$ cat config.mk
export PLATFORM = sky130hd
export DESIGN_NAME = adc_ipd_sequencer
export DESIGN_NICKNAME = d
export VERILOG_FILES = /design/src/rtl/servo_seq_pkg.sv /design/src/rtl/adc_spi_rx.sv /design/src/rtl/adc_ipd_sequencer.sv
export SDC_FILE = /design/constraint.sdc
export NUM_CORES = 1
export LEC_CHECK = 0
export ABC_AREA = 1
export CAP_MARGIN = 30
export CORE_MARGIN = 2
export CORE_UTILIZATION = 56
export DETAILED_ROUTE_END_ITERATION = 16
export PLACE_DENSITY = 0.85
export RECOVER_POWER = 25
export SKIP_LAST_GASP = 1
export SYNTH_ARGS = -nofsm -noshare
export SYNTH_HDL_FRONTEND = slang
export SYNTH_SLANG_ARGS = --single-unit
$ cat constraint.sdc
create_clock -name Clk -period 5.19 [get_ports Clk]
set_clock_uncertainty 0.2 [all_clocks]
set_input_delay 1.038 -clock Clk [delete_from_list [all_inputs] [get_ports Clk]]
set_output_delay 1.038 -clock Clk [all_outputs]
set_load 0.03 [all_outputs]
$ cat src/rtl/servo_seq_pkg.sv
// servo_seq_pkg: shared constants and FSM encoding for the
// ADC -> IPD sample sequencer.
package servo_seq_pkg;

  localparam int FRAME_BITS       = 16;
  localparam int DEF_CLK_DIV      = 4;
  localparam int DEF_SAMPLE_TICKS = 10000;
  localparam int DEF_DATA_BITS    = 12;

  typedef enum logic [1:0] {
    ST_IDLE    = 2'd0,
    ST_CONV    = 2'd1,
    ST_COMPUTE = 2'd2,
    ST_UPDATE  = 2'd3
  } seq_state_t;

endpackage

$ cat src/rtl/adc_spi_rx.sv
// adc_spi_rx: cs_1/sclk_1 generator and 16-bit MSB-first
// shift register for one ADC frame per start pulse.
module adc_spi_rx
  import servo_seq_pkg::*;
#(
  parameter int CLK_DIV = DEF_CLK_DIV
) (
  input  logic                  Clk,
  input  logic                  Rest,
  input  logic                  start,
  input  logic                  DataIn,
  output logic                  cs_1,
  output logic                  sclk_1,
  output logic                  done,
  output logic [FRAME_BITS-1:0] frame
);

  logic       active;
  logic [7:0] hc;
  logic [4:0] ph;
  logic       half_end;

  assign half_end = (hc == 8'(CLK_DIV - 1));

  // Half-period divider; even phases drop sclk, odd phases raise and sample.
  always_ff @(posedge Clk) begin
    if (Rest) begin
      active <= 1'b0;
      cs_1   <= 1'b1;
      sclk_1 <= 1'b1;
      done   <= 1'b0;
      hc     <= '0;
      ph     <= '0;
      frame  <= '0;
    end else begin
      done <= 1'b0;
      if (!active) begin
        if (start) begin
          active <= 1'b1;
          cs_1   <= 1'b0;
          hc     <= '0;
          ph     <= '0;
        end
      end else if (half_end) begin
        hc     <= '0;
        ph     <= ph + 5'd1;
        sclk_1 <= ph[0];
        if (ph[0]) begin
          frame <= {frame[FRAME_BITS-2:0], DataIn};
        end
        if (ph == 5'd31) begin
          cs_1   <= 1'b1;
          active <= 1'b0;
          done   <= 1'b1;
        end
      end else begin
        hc <= hc + 8'd1;
      end
    end
  end

endmodule

$ cat src/rtl/adc_ipd_sequencer.sv
// adc_ipd_sequencer: periodic ADC read, IPD handshake, output latch.
// Build option: ADC_OVERRUN_DETECT_EN enables the sticky overrun flag.
module adc_ipd_sequencer
  import servo_seq_pkg::*;
#(
  parameter int CLK_DIV      = DEF_CLK_DIV,
  parameter int SAMPLE_TICKS = DEF_SAMPLE_TICKS,
  parameter int DATA_BITS    = DEF_DATA_BITS
) (
  input  logic                 Clk,
  input  logic                 Rest,
  input  logic                 enable,
  input  logic                 DataIn,
  output logic                 cs_1,
  output logic                 sclk_1,
  output logic [DATA_BITS-1:0] adc_data,
  output logic                 adc_valid,
  output logic                 ipd_start,
  input  logic                 ipd_done,
  input  logic [15:0]          ipd_result,
  output logic [15:0]          salida,
  output logic                 salida_valid,
  output logic                 busy,
  output logic                 overrun
);

  localparam int TW = $clog2(SAMPLE_TICKS);

  logic [TW-1:0]         tcnt;
  logic                  tick;
  seq_state_t            state;
  seq_state_t            state_nx;
  logic                  first_c;
  logic                  rx_start;
  logic                  rx_done;
  logic                  load_adc;
  logic                  load_out;
  logic [FRAME_BITS-1:0] frame;
  logic                  unused_frame;

  assign tick         = enable && (tcnt == TW'(SAMPLE_TICKS - 1));
  assign busy         = (state != ST_IDLE);
  assign unused_frame = ^frame;

  // Sample-period counter; parked at zero while disabled.
  always_ff @(posedge Clk) begin
    if (Rest || !enable) begin
      tcnt <= '0;
    end else if (tick) begin
      tcnt <= '0;
    end else begin
      tcnt <= tcnt + TW'(1);
    end
  end

  // Next state and one-cycle load decisions.
  always_comb begin
    state_nx = state;
    rx_start = 1'b0;
    load_adc = 1'b0;
    load_out = 1'b0;
    unique case (state)
      ST_IDLE: begin
        if (tick) begin
          state_nx = ST_CONV;
          rx_start = 1'b1;
        end
      end
      ST_CONV: begin
        if (rx_done) begin
          state_nx = ST_COMPUTE;
          load_adc = 1'b1;
        end
      end
      ST_COMPUTE: begin
        if (ipd_done && !first_c) begin
          state_nx = ST_UPDATE;
          load_out = 1'b1;
        end
      end
      ST_UPDATE: state_nx = ST_IDLE;
      default:   state_nx = ST_IDLE;
    endcase
  end

  // State register plus registered data/strobes aligned to the state entered.
  always_ff @(posedge Clk) begin
    if (Rest) begin
      state        <= ST_IDLE;
      first_c      <= 1'b0;
      adc_data     <= '0;
      adc_valid    <= 1'b0;
      ipd_start    <= 1'b0;
      salida       <= '0;
      salida_valid <= 1'b0;
    end else begin
      state        <= state_nx;
      first_c      <= load_adc;
      adc_valid    <= load_adc;
      ipd_start    <= load_adc;
      salida_valid <= load_out;
      if (load_adc) begin
        adc_data <= frame[DATA_BITS-1:0];
      end
      if (load_out) begin
        salida <= ipd_result;
      end
    end
  end

`ifdef ADC_OVERRUN_DETECT_EN
  // Sticky: a tick arrived while a cycle was still in flight.
  always_ff @(posedge Clk) begin
    if (Rest) begin
      overrun <= 1'b0;
    end else if (tick && busy) begin
      overrun <= 1'b1;
    end
  end
`else
  assign overrun = 1'b0;
`endif

  adc_spi_rx #(
    .CLK_DIV(CLK_DIV)
  ) u_rx (
    .Clk   (Clk),
    .Rest  (Rest),
    .start (rx_start),
    .DataIn(DataIn),
    .cs_1  (cs_1),
    .sclk_1(sclk_1),
    .done  (rx_done),
    .frame (frame)
  );

endmodule

==> Word level (Yosys, flattened, before mapping) <==
Cells that the tools add are included.
{ "op_classes": {"n_eq_ne": 11, "addsub": 3, "order_cmp": 0, "n_mux": 25, "reduce_logical": 15, "shift": 0, "div": 0, "multipliers": 0, "n_bitwise": 2} }
{ "ops": {"columns": ["cell", "n"], "rows": [
  ["2-to-1 mux 8 bit", 3],
  ["2-to-1 mux 1 bit", 15],
  ["2-to-1 mux 5 bit", 3],
  ["adder 14 x 1 -> 14 bit, second input constant", 1],
  ["== test 14 bit, second input constant", 1],
  ["AND reduction 3 bit", 3],
  ["adder 8 x 1 -> 8 bit, second input constant", 1],
  ["== test 8 x 2 -> 1 bit, second input constant", 1],
  ["!= test 2 bit, second input constant", 4],
  ["one-hot mux 2 bit (4 select lines)", 1],
  ["2-to-1 mux 2 bit", 3],
  ["adder 5 x 1 -> 5 bit, second input constant", 1],
  ["== test 5 bit, second input constant", 1],
  ["== test 2 bit, second input constant", 2],
  ["AND reduction 2 bit", 2],
  ["nonzero test 2 bit", 2],
  ["OR reduction 3 bit", 1],
  ["== test 2 x 1 -> 1 bit, second input constant", 1],
  ["logical AND 1 bit", 2],
  ["zero test 1 bit", 2],
  ["zero test 2 bit", 1],
  ["!= test 2 x 1 -> 1 bit, second input constant", 1],
  ["NOT 1 bit", 2],
  ["OR reduction 2 bit", 1],
  ["logical OR 1 bit", 1]
]} }
{ "totals": {"ff_bits": 75, "rom_bits": 0, "word_cells": 69, "mem_bits_rw": 0, "latch_bits": 0, "memories": 0, "input_bits": 21} }

==> Longest topological paths before layout <==
Gate-level depths: netlist of the first run.
{ "depth": {"word_depth": 6, "mapped_depth": 10, "ltp_nobuf": 10} }

==> Hierarchy <==
Synthesis of the first run repeated with hierarchy kept, for this count alone.
{ "unflattened": {"hier_cells": 437, "hier_area_um2": 3424.5} }
{ "by_module_without_submodules": {"columns": ["module", "n_inst", "cells_per_inst", "seq_area_each_um2", "area_each_um2"], "rows": [
  ["adc_ipd_sequencer", 1, 247, 920.9, 1979.4],
  ["adc_spi_rx", 1, 190, 660.6, 1445.1]
]} }

==> Least setup slack after synthesis of the first run <==
Ideal clock, no wire load.
{ "synth_path": {"kind": "reg-to-output", "start": "register state[0]", "end": "output port busy", "arrival_ps": 826, "path_stages_with_launch": 4, "required_time_ps": 3952, "setup_slack_ps": 3126, "path_cell_list": "dfxtp_1 -> inv_1 -> ha_1 -> inv_1"} }
{ "synth_between": {"elab_chain_len": 1} }
{ "synth_lines": {"columns": ["item", "line_no", "source"], "rows": [
  ["from (decl)", "adc_ipd_sequencer.sv:31", "seq_state_t state;"],
  ["from (signal assigned)", "adc_ipd_sequencer.sv:97", "state <= state_nx;"],
  ["nonzero test 2 bit", "adc_ipd_sequencer.sv:42", "assign busy = (state != ST_IDLE);"],
  ["to (decl)", "adc_ipd_sequencer.sv:23", "output logic busy,"]
]} }
Every way passes these cells.

==> Worst setup path in the final report of the first run <==
Ends and elaborated chain as after synthesis.

==> flow_summary.toml, run 1 <==
[layout]
areaGrowthSynthToFinish_pct = 24.19
antennaDiodeCount = 0
fill_cells = 398
drive_gt1_share_pct = 6.222
fin_nets = 474

[detailed_routing]
drt_iter0_markers = 172
wirelength_um = 6553
dr.pass1.iters = 5
vias_per_cell = 5.238
post_drt_wl_per_cell_um = 12.60
num_vias = 2724
remaining_drc_errors = 0
ant_nets = 0

[yosys]
synth-compound-area-share_pct = 14.21
avgSynthCellArea_um2 = 7.740
synth.area.top_cells = "dfxtp_1 49%, nor2_1 8.4%, o21ai_0 6.8%"
synthXorXnorAreaFrac_pct = 1.710
synthAdderAreaFrac_pct = 2.850
synth_cell_types = 31
synthCells = 397
ys_ff_latch = 75
seq_area_frac_synth_pct = 48.86
synth_top_family_by_area = "simple AND/OR/NAND/NOR gates"
synth-main-ff-cell = "dfxtp_1"
syn-cell-area_mm2 = 0.003073
yosys.area_share.simple_pct = 23.25
synth-edff-count = 0
synth.mux.area_fraction_pct = 0
yosys_warnings = 0
yosysTopAreaCell = "dfxtp_1"
synth_nets = 425
synthTopCellsByCount = "75 x dfxtp_1, 69 x nor2_1, 44 x inv_1, 42 x o21ai_0, 38 x a21oi_1"
synthArstFlopShare_pct = 0
synth_most_common_cell = "dfxtp_1"
netlist.area_leader.share_pct = 48.86

[timing]
relSlewSlack_pct = 35.01
rsz0062_at_grt = "no"
worstMarginPinSlew_ps = 972.1
period_needed_ps = 3007
setup-violations-final = 0
layout_setup_ws_ps = 2183
period_share_pct = 57.94
clock.fmax_mhz = 332.6
tns_ps = 0
hold_viol = 0
drv_slew = 0

[clock_network]
clock_latency_ps = 350
postCtsSetupRepairBufs = 0
htree_levels = 3
cts.sinks = 75
hold_buffers = 0
clk_pin_slew_worst_paths_ps = 80
clk_path_buf_depth = 2
clock-root-buffer = "clkbuf_8"
cts_buffers = 9
cts_tree = "yes"
cts_resized = 0

[critical_path]
crit_fanout = 5
rr_startpoint = "state[0]$_SDFFE_PP0P_"
worstSetupStartpoint = "state[0]$_SDFFE_PP0P_"
reg2reg_setup_slack_ps = 2990
reg2regPathDepth = 5
endpoint_kind = "output pin"
required_ps = 3950
critPathKind = "reg -> out"
start_kind = "flop"
crit_arrival_ps = 1770
reg2reg_to = "salida[14]$_SDFFE_PP0P_"

[floorplan]
die_w_um = 78.08
core-area_mm2 = 0.005205
core.rowCount = 26
io_pins = 56
initial_utilization_pct = 59.04
die_h_um = 78.08
die_area_mm2 = 0.006096

[power_and_ir_drop]
power_per_cell_area_mw_per_mm2 = 274.7
peakVddDrop_mv = 0.2172
p_leak_nw = 1.500

[min_path]
min_to = "salida[7]$_SDFFE_PP0P_"
min_from = "salida[7]$_SDFFE_PP0P_"
hold_path_class = "reg -> reg"
min_path_cells = 2

[global_route]
antenna_found_initial = 0
track_usage_pct = 22.30
grt_pass1_vias = 2580
grt_pass1_wl_um = 10820
overflow = 0
grt_max_degree = 34

[placed_design]
hpwl_um = 4451
gp_congestion = 0.8600
place_ws_ps = 1848
portBuffers = 54

[outcome]
status = "complete, no violations"

[flow_run]
max_cap_viol_count = 0
-- worst max-delay path by stage --
| stage | endpoint | cells past startpoint |
|---|---|---|
| floorplan | busy | 3 |
| detailed placement | tcnt[11]$_SDFF_PP0_ | 5 |
| global route | tcnt[2]$_SDFF_PP0_ | 5 |
| CTS | busy | 4 |
| global placement | tcnt[11]$_SDFF_PP0_ | 4 |
| finish | busy | 4 |
-- layer usage --
metal  part of all wire (%)  up-vias  track usage, %  routed length, um
met5                      0        -               0                  0
met4                    1.5        0           8.772                100
met3                    7.3       10           8.966                476
met2                     48       94           38.02               3169
met1                     43     1239           24.91               2807
li1                       -     1381               -                  -
-- layout by cell type (no fill, tap or decap), types with 2 or more instances in the layout --
master,count
inv_6,2
nand3_1,33
nand2_1,35
ha_1,7
clkinv_2,2
a21oi_1,38
nor3_1,5
nand4_1,3
inv_2,3
o21ai_1,3
clkbuf_8,9
inv_1,44
dfxtp_1,75
nor2_1,69
xor2_1,6
o21ai_0,42
nor2_2,3
or2_2,2
clkdlybuf4s50_1,38
dlygate4sd3_1,16
-- cell families (layout without fill, tap and decap cells) --
group,count (synthesis),in the layout
compound gates,86,86
simple gates,157,157
buf+inv,65,118
flops,75,75
xor+xnor,6,6
other cells,1,1
fa+ha+maj,7,7
-- where the power goes --
group          internal [W]  switching [W]  total [W]
clock network      0.000221       0.000218   0.000439
registers          0.000576    0.000000459   0.000576
logic             0.0000181      0.0000150  0.0000331
-- sequential cells by signal (all words and copies together) (netlist names), 2 cells and up --
signal,count
adc_data,12
salida,16
state,2
tcnt,14
u_rx.frame,12
u_rx.hc,8
u_rx.ph,5
-- critical path: stages, from the launching register on --
cell             delay [ps]
dfxtp_1                 340
inv_1                    70
ha_1                    260
inv_1                    90
clkdlybuf4s50_1         660
-- cell type report --
cell class	instances	area [um^2]	share of cell area, %
inverters	48	180.2	4.721
flip-flops and latches	75	1501	39.34
well taps	70	87.58	2.295
repair buffers	55	568.0	14.89
clock buffers	9	123.9	3.246
multi-input cells	257	1290	33.80
clock inverters	6	65.06	1.705
-- stage by stage --
step / std cells / area, um^2 / util, % / total power, W / hold WS [ps]
detailed placement: 505 / 3632 / 69.78 / 0.0006230 / 238.4
global route: 520 / 3816 / 73.32 / 0.001080 / 270.8
floorplan: 397 / 3073 / - / 0.0006040 / 217.5
CTS: 520 / 3821 / 73.41 / 0.001056 / 249.4
finish: 520 / 3816 / 73.32 / 0.001048 / 244.9
global placement: 504 / 3605 / 69.25 / 0.0006200 / 225.7
No activity file was read; power rests on OpenSTA's default activity.
==> inputs of run 2 (changes only) <==
--- a/config.mk
+++ b/config.mk
@@ -8,9 +8,9 @@
 export ABC_AREA = 1
 export CAP_MARGIN = 30
 export CORE_MARGIN = 2
-export CORE_UTILIZATION = 56
+export CORE_UTILIZATION = 52
 export DETAILED_ROUTE_END_ITERATION = 16
-export PLACE_DENSITY = 0.85
+export PLACE_DENSITY = 0.79
 export RECOVER_POWER = 25
 export SKIP_LAST_GASP = 1
 export SYNTH_ARGS = -nofsm -noshare
==> constraint.sdc (replaced) <==
create_clock -name Clk -period 3 [get_ports Clk]
set_clock_uncertainty 0.2 [all_clocks]
set_input_delay 0.6 -clock Clk [delete_from_list [all_inputs] [get_ports Clk]]
set_output_delay 0.6 -clock Clk [all_outputs]
set_load 0.03 [all_outputs]
==> run 2 against run 1 <==
Sequential cell count unchanged. Worst setup slack worse by 1700 ps. Non-clock buffer count is 3 higher. Register-to-register slack worse by 2300 ps. Clock-buffer cell count unchanged. Wire length is 2.2% lower. First-iteration DRC count down 33%. Critical path type unchanged. Highest routed layer unchanged.
==> flow_summary.toml, run 2 (synthesis results as in run 1) <==
[outcome]
status = "complete, no violations"

[timing]
relSlewSlack_pct = 26.00
layout_setup_ws_ps = 450.2
setup-violations-final = 0
hold_viol = 0
clock.fmax_mhz = 392.2
period_share_pct = 84.99
worstMarginPinSlew_ps = 1110
period_needed_ps = 2550
tns_ps = 0
rsz0062_at_grt = "no"
drv_slew = 0

[floorplan]
die_h_um = 80.88
core-area_mm2 = 0.005608
die_area_mm2 = 0.006541
initial_utilization_pct = 54.80
io_pins = 56
die_w_um = 80.88
core.rowCount = 27

[clock_network]
cts_tree = "yes"
clk_pin_slew_worst_paths_ps = 80
hold_buffers = 0
htree_levels = 3
postCtsSetupRepairBufs = 0
clk_path_buf_depth = 2
clock_latency_ps = 340
cts.sinks = 75
cts_buffers = 9
cts_resized = 0
clock-root-buffer = "clkbuf_8"

[critical_path]
cp_slowest_cell = "clkdlybuf4s50_1"
rr_startpoint = "state[0]$_SDFFE_PP0P_"
start_kind = "flop"
crit_arrival_ps = 1750
slowest_delay_ps = 660
endpoint_kind = "output pin"
critPathKind = "reg -> out"
crit_fanout = 5
required_ps = 2200
cp_common_cell = "inv_1"
worstSetupStartpoint = "state[0]$_SDFFE_PP0P_"
crit_chain = "inv_1, ha_1, inv_1, clkdlybuf4s50_1"

[placed_design]
gp_congestion = 0.7614
dp.cells = 510
portBuffers = 54
hpwl_um = 4512
place_ws_ps = 703.5

[layout]
largest_reg_flops = 16
stdcell_count = 526
fill_cells = 481
seqCellArea_mm2 = 0.001501
top_register = "salida"
areaGrowthSynthToFinish_pct = 24.63
multi_input_area_mm2 = 0.001275
fin_nets = 477
drive_gt1_share_pct = 6.388
antennaDiodeCount = 0
layout_common_cells = "75 x dfxtp_1, 69 x nor2_1, 54 x clkdlybuf4s50_1"
reg_top3 = "salida (16), tcnt (14)"
layout_commonest_cell = "dfxtp_1"

[global_route]
track_usage_pct = 21.52
grt_max_degree = 34
grt_pass1_wl_um = 10930
grt_pass1_vias = 2588
overflow = 0
antenna_found_initial = 0

[flow_run]
max_cap_viol_count = 0

[detailed_routing]
vias_per_cell = 5.067
post_drt_wl_per_cell_um = 12.19
drt_iter0_markers = 115
num_vias = 2665
remaining_drc_errors = 0
dr.pass1.iters = 5
wirelength_um = 6411
ant_nets = 0

[power_and_ir_drop]
power_per_cell_area_mw_per_mm2 = 494.0
peakVddDrop_mv = 0.3243
p_leak_nw = 1.470

[min_path]
min_from = "salida[8]$_SDFFE_PP0P_"
hold_path_class = "reg -> reg"
run 2: routing by layer:
metal  GRT usage [%]  part of all wire [%]  wire length, um
met5               0                     0                0
met4           7.288                   1.8              117
met3           8.111                   6.5              418
met2           36.36                    48             3065
met1           25.07                    44             2809
run 2: worst max-delay path, delay by kind of cell (launching register included):
kind / cells / cell delay (ps)
buf+inv: 3 / 820
flops: 1 / 340
fa+ha+maj: 1 / 260
run 2: path summary, 6_finish.rpt:
| check | endpoint | slack, ps | depth (start not counted) |
|---|---|---|---|
| worst max-delay path | busy | 450 | 4 |
| worst min-delay path | salida[8]$_SDFFE_PP0P_ | 240 | 2 |
| worst max register to register | salida[13]$_SDFFE_PP0P_ | 710 | 6 |
| worst min register to register | salida[8]$_SDFFE_PP0P_ | 240 | 2 |
run 2: cell type report:
class                           count  area share [%]
Sequential cell                    75           39.20
Multi-Input combinational cell    257           33.29
Timing Repair Buffer               58           14.80
Inverter                           48           4.704
Clock buffer                        9           3.234
Clock inverter                      7           2.418
Tap cell                           72           2.352
run 2: through the flow:
step	area (um^2)	hold WS [ps]	utilization, %	power [W]
final	3830	242.5	68.30	0.001892
after global routing	3830	255.4	68.30	0.001966
after CTS	3854	246.5	68.72	0.001909
after detailed placement	3637	234.3	64.86	0.001077
after global placement	3637	227.5	64.86	0.001076
after floorplan	3073	217.5	-	0.001045
run 2: power by group:
part           internal [W]  switching [W]
Combinational     0.0000310      0.0000257
Sequential         0.000996    0.000000843
Clock              0.000465       0.000374
Total               0.00149       0.000400
==> inputs of run 3 (changes only) <==
==> constraint.sdc (replaced) <==
create_clock -name Clk -period 2.35 [get_ports Clk]
set_clock_uncertainty 0.2 [all_clocks]
set_input_delay 0.47 -clock Clk [delete_from_list [all_inputs] [get_ports Clk]]
set_output_delay 0.47 -clock Clk [all_outputs]
set_load 0.03 [all_outputs]
==> run 3 against run 2 <==
Register-to-register slack got worse by 340 ps. Global-route usage fell by 0.67 points. Critical endpoint unchanged. Combinational power rose by 28%. Highest routed layer unchanged. First-iteration DRC count rose by 16%. Critical path type unchanged. Via count fell by 0.11%. Largest cell class unchanged.
==> flow_summary.toml, run 3 (synthesis results as in run 1) <==
[outcome]
status = "complete, no violations"

[critical_path]
crit_fanout = 5
required_ps = 1680
reg2reg_to = "u_rx.frame[10]$_SDFFE_PP0P_"
endpoint_kind = "output pin"
crit_chain = "inv_1, ha_1, inv_1, dlygate4sd2_1"
critPathKind = "reg -> out"
cp_top_family = "buffers and inverters"
reg2regPathDepth = 8
rr_startpoint = "u_rx.hc[0]$_SDFFE_PP0P_"
cp_num_buf_inv = 3
crit_arrival_ps = 1480
cp_slowest_cell = "dlygate4sd2_1"
start_kind = "flop"
reg2reg_setup_slack_ps = 370
slowest_delay_ps = 390
cp_common_cell = "inv_1"

[layout]
fill_cells = 478
final_core_util_pct = 68.72
design_area_mm2 = 0.003854
top_register = "salida"
layout_commonest_cell = "dfxtp_1"
multi_input_area_mm2 = 0.001285
seqCellArea_mm2 = 0.001501
reg_top3 = "salida (16), tcnt (14)"
layout_common_cells = "75 x dfxtp_1, 69 x nor2_1, 53 x clkdlybuf4s50_1"
areaGrowthSynthToFinish_pct = 25.41
antennaDiodeCount = 0
largest_reg_flops = 16
drive_gt1_share_pct = 6.402
fin_nets = 476

[timing]
worstMarginPinSlew_ps = 538.3
rsz0062_at_grt = "no"
whs_ps = 242.9
hold_viol = 0
tns_ps = 0
relSlewSlack_pct = 64.01
drv_slew = 0
setup-violations-final = 0
period_share_pct = 91.29
period_needed_ps = 2145
clock.fmax_mhz = 466.1

[min_path]
min_to = "salida[8]$_SDFFE_PP0P_"
min_from = "salida[8]$_SDFFE_PP0P_"
min_path_cells = 2
hold_path_class = "reg -> reg"

[power_and_ir_drop]
power_per_cell_area_mw_per_mm2 = 633.0
p_int_w = 0.001940
seq_power_share_pct = 52.2
peakVddDrop_mv = 0.4828
p_comb_share_pct = 3.0
sw_frac_of_total_pct = 20.45
power.total_w = 0.002439
p_sw_w = 0.0004989
clkPwrFrac_pct = 44.9
p_leak_nw = 1.490

[floorplan]
core.rowCount = 27
io_pins = 56
die_h_um = 80.88
die_area_mm2 = 0.006541
core-area_mm2 = 0.005608
initial_utilization_pct = 54.80
die_w_um = 80.88

[global_route]
track_usage_pct = 20.85
antenna_found_initial = 0
grt_max_degree = 48
grt_pass1_wl_um = 10730
overflow = 0
grt_pass1_vias = 2507

[placed_design]
gp_congestion = 0.7528
portBuffers = 54
place_area_mm2 = 0.003642
hpwl_um = 4293

[clock_network]
cts.sinks = 75
hold_buffers = 0
cts_resized = 1
clk_path_buf_depth = 2
cts_buffers = 9
clk_pin_slew_worst_paths_ps = 80
htree_levels = 3
clock-root-buffer = "clkbuf_8"
cts_tree = "yes"
clock_latency_ps = 340
postCtsSetupRepairBufs = 0

[detailed_routing]
dr.pass1.iters = 4
wirelength_um = 6202
remaining_drc_errors = 0
drt_iter0_markers = 133
num_vias = 2662
ant_nets = 0
post_drt_wl_per_cell_um = 11.81
vias_per_cell = 5.070

[flow_run]
max_cap_viol_count = 0
[run 3: changes by cell type in the layout (fill, tap and decap cells not counted), sizes merged]
cell           before  now
clkinvlp            3    0
buf                 3    2
clkbuf             10   11
clkdlybuf4s50      54   53
clkinv              3    4
dlygate4sd2         0    1
inv                47   48
[run 3: area by class of cell]
class	count	area share [%]
timing repair buffer	57	14.84
multi-input combinational	257	33.34
sequential	75	38.96
clock buffer	10	3.571
clock inverter	6	2.273
tap	72	2.338
inverter	48	4.675
[run 3: worst reg2reg max path, stage by stage, from the launching register on]
cell and delay [ps]:
dfxtp_1 370, ha_1 230, inv_2 60, nor3_4 160
nand4_4 190, nor2_4 300, inv_2 190, nor2_1 130
nor2_1 60
[run 3: metal layers]
layer / wire [um] / track usage, % / vias up
li1: - / - / 1389
met3: 331 / 7.889 / 6
met5: 0 / 0 / -
met2: 2903 / 33.88 / 56
met1: 2907 / 25.47 / 1211
met4: 60 / 6.949 / 0
[run 3: how the worst max path moves through the flow]
stage	from	end	cells past startpoint
2_1_floorplan	u_rx.hc[0]$_SDFFE_PP0P_	u_rx.frame[11]$_SDFFE_PP0P_	9
3_3_place_gp	enable	u_rx.ph[1]$_SDFFE_PP0P_	6
3_5_place_dp	enable	u_rx.ph[2]$_SDFFE_PP0P_	6
4_1_cts	state[1]$_SDFFE_PP0P_	busy	4
5_1_grt	u_rx.hc[0]$_SDFFE_PP0P_	u_rx.frame[3]$_SDFFE_PP0P_	8
6_report	state[1]$_SDFFE_PP0P_	busy	4
[run 3: metrics by stage]
step	worst slack [ps]	instances
finish	204.6	525
global route	90.74	525
CTS	157.5	525
detailed placement	197.1	509
global placement	285.1	509
floorplan	671.1	397
[run 3: power by group through the flow]
stage               clock, W  combinational (W)  sequential (W)
floorplan                  0          0.0000320         0.00130
global placement           0          0.0000729         0.00130
detailed placement         0          0.0000735         0.00130
CTS                  0.00111          0.0000738         0.00127
global route         0.00118          0.0000816         0.00127
finish               0.00109          0.0000726         0.00127
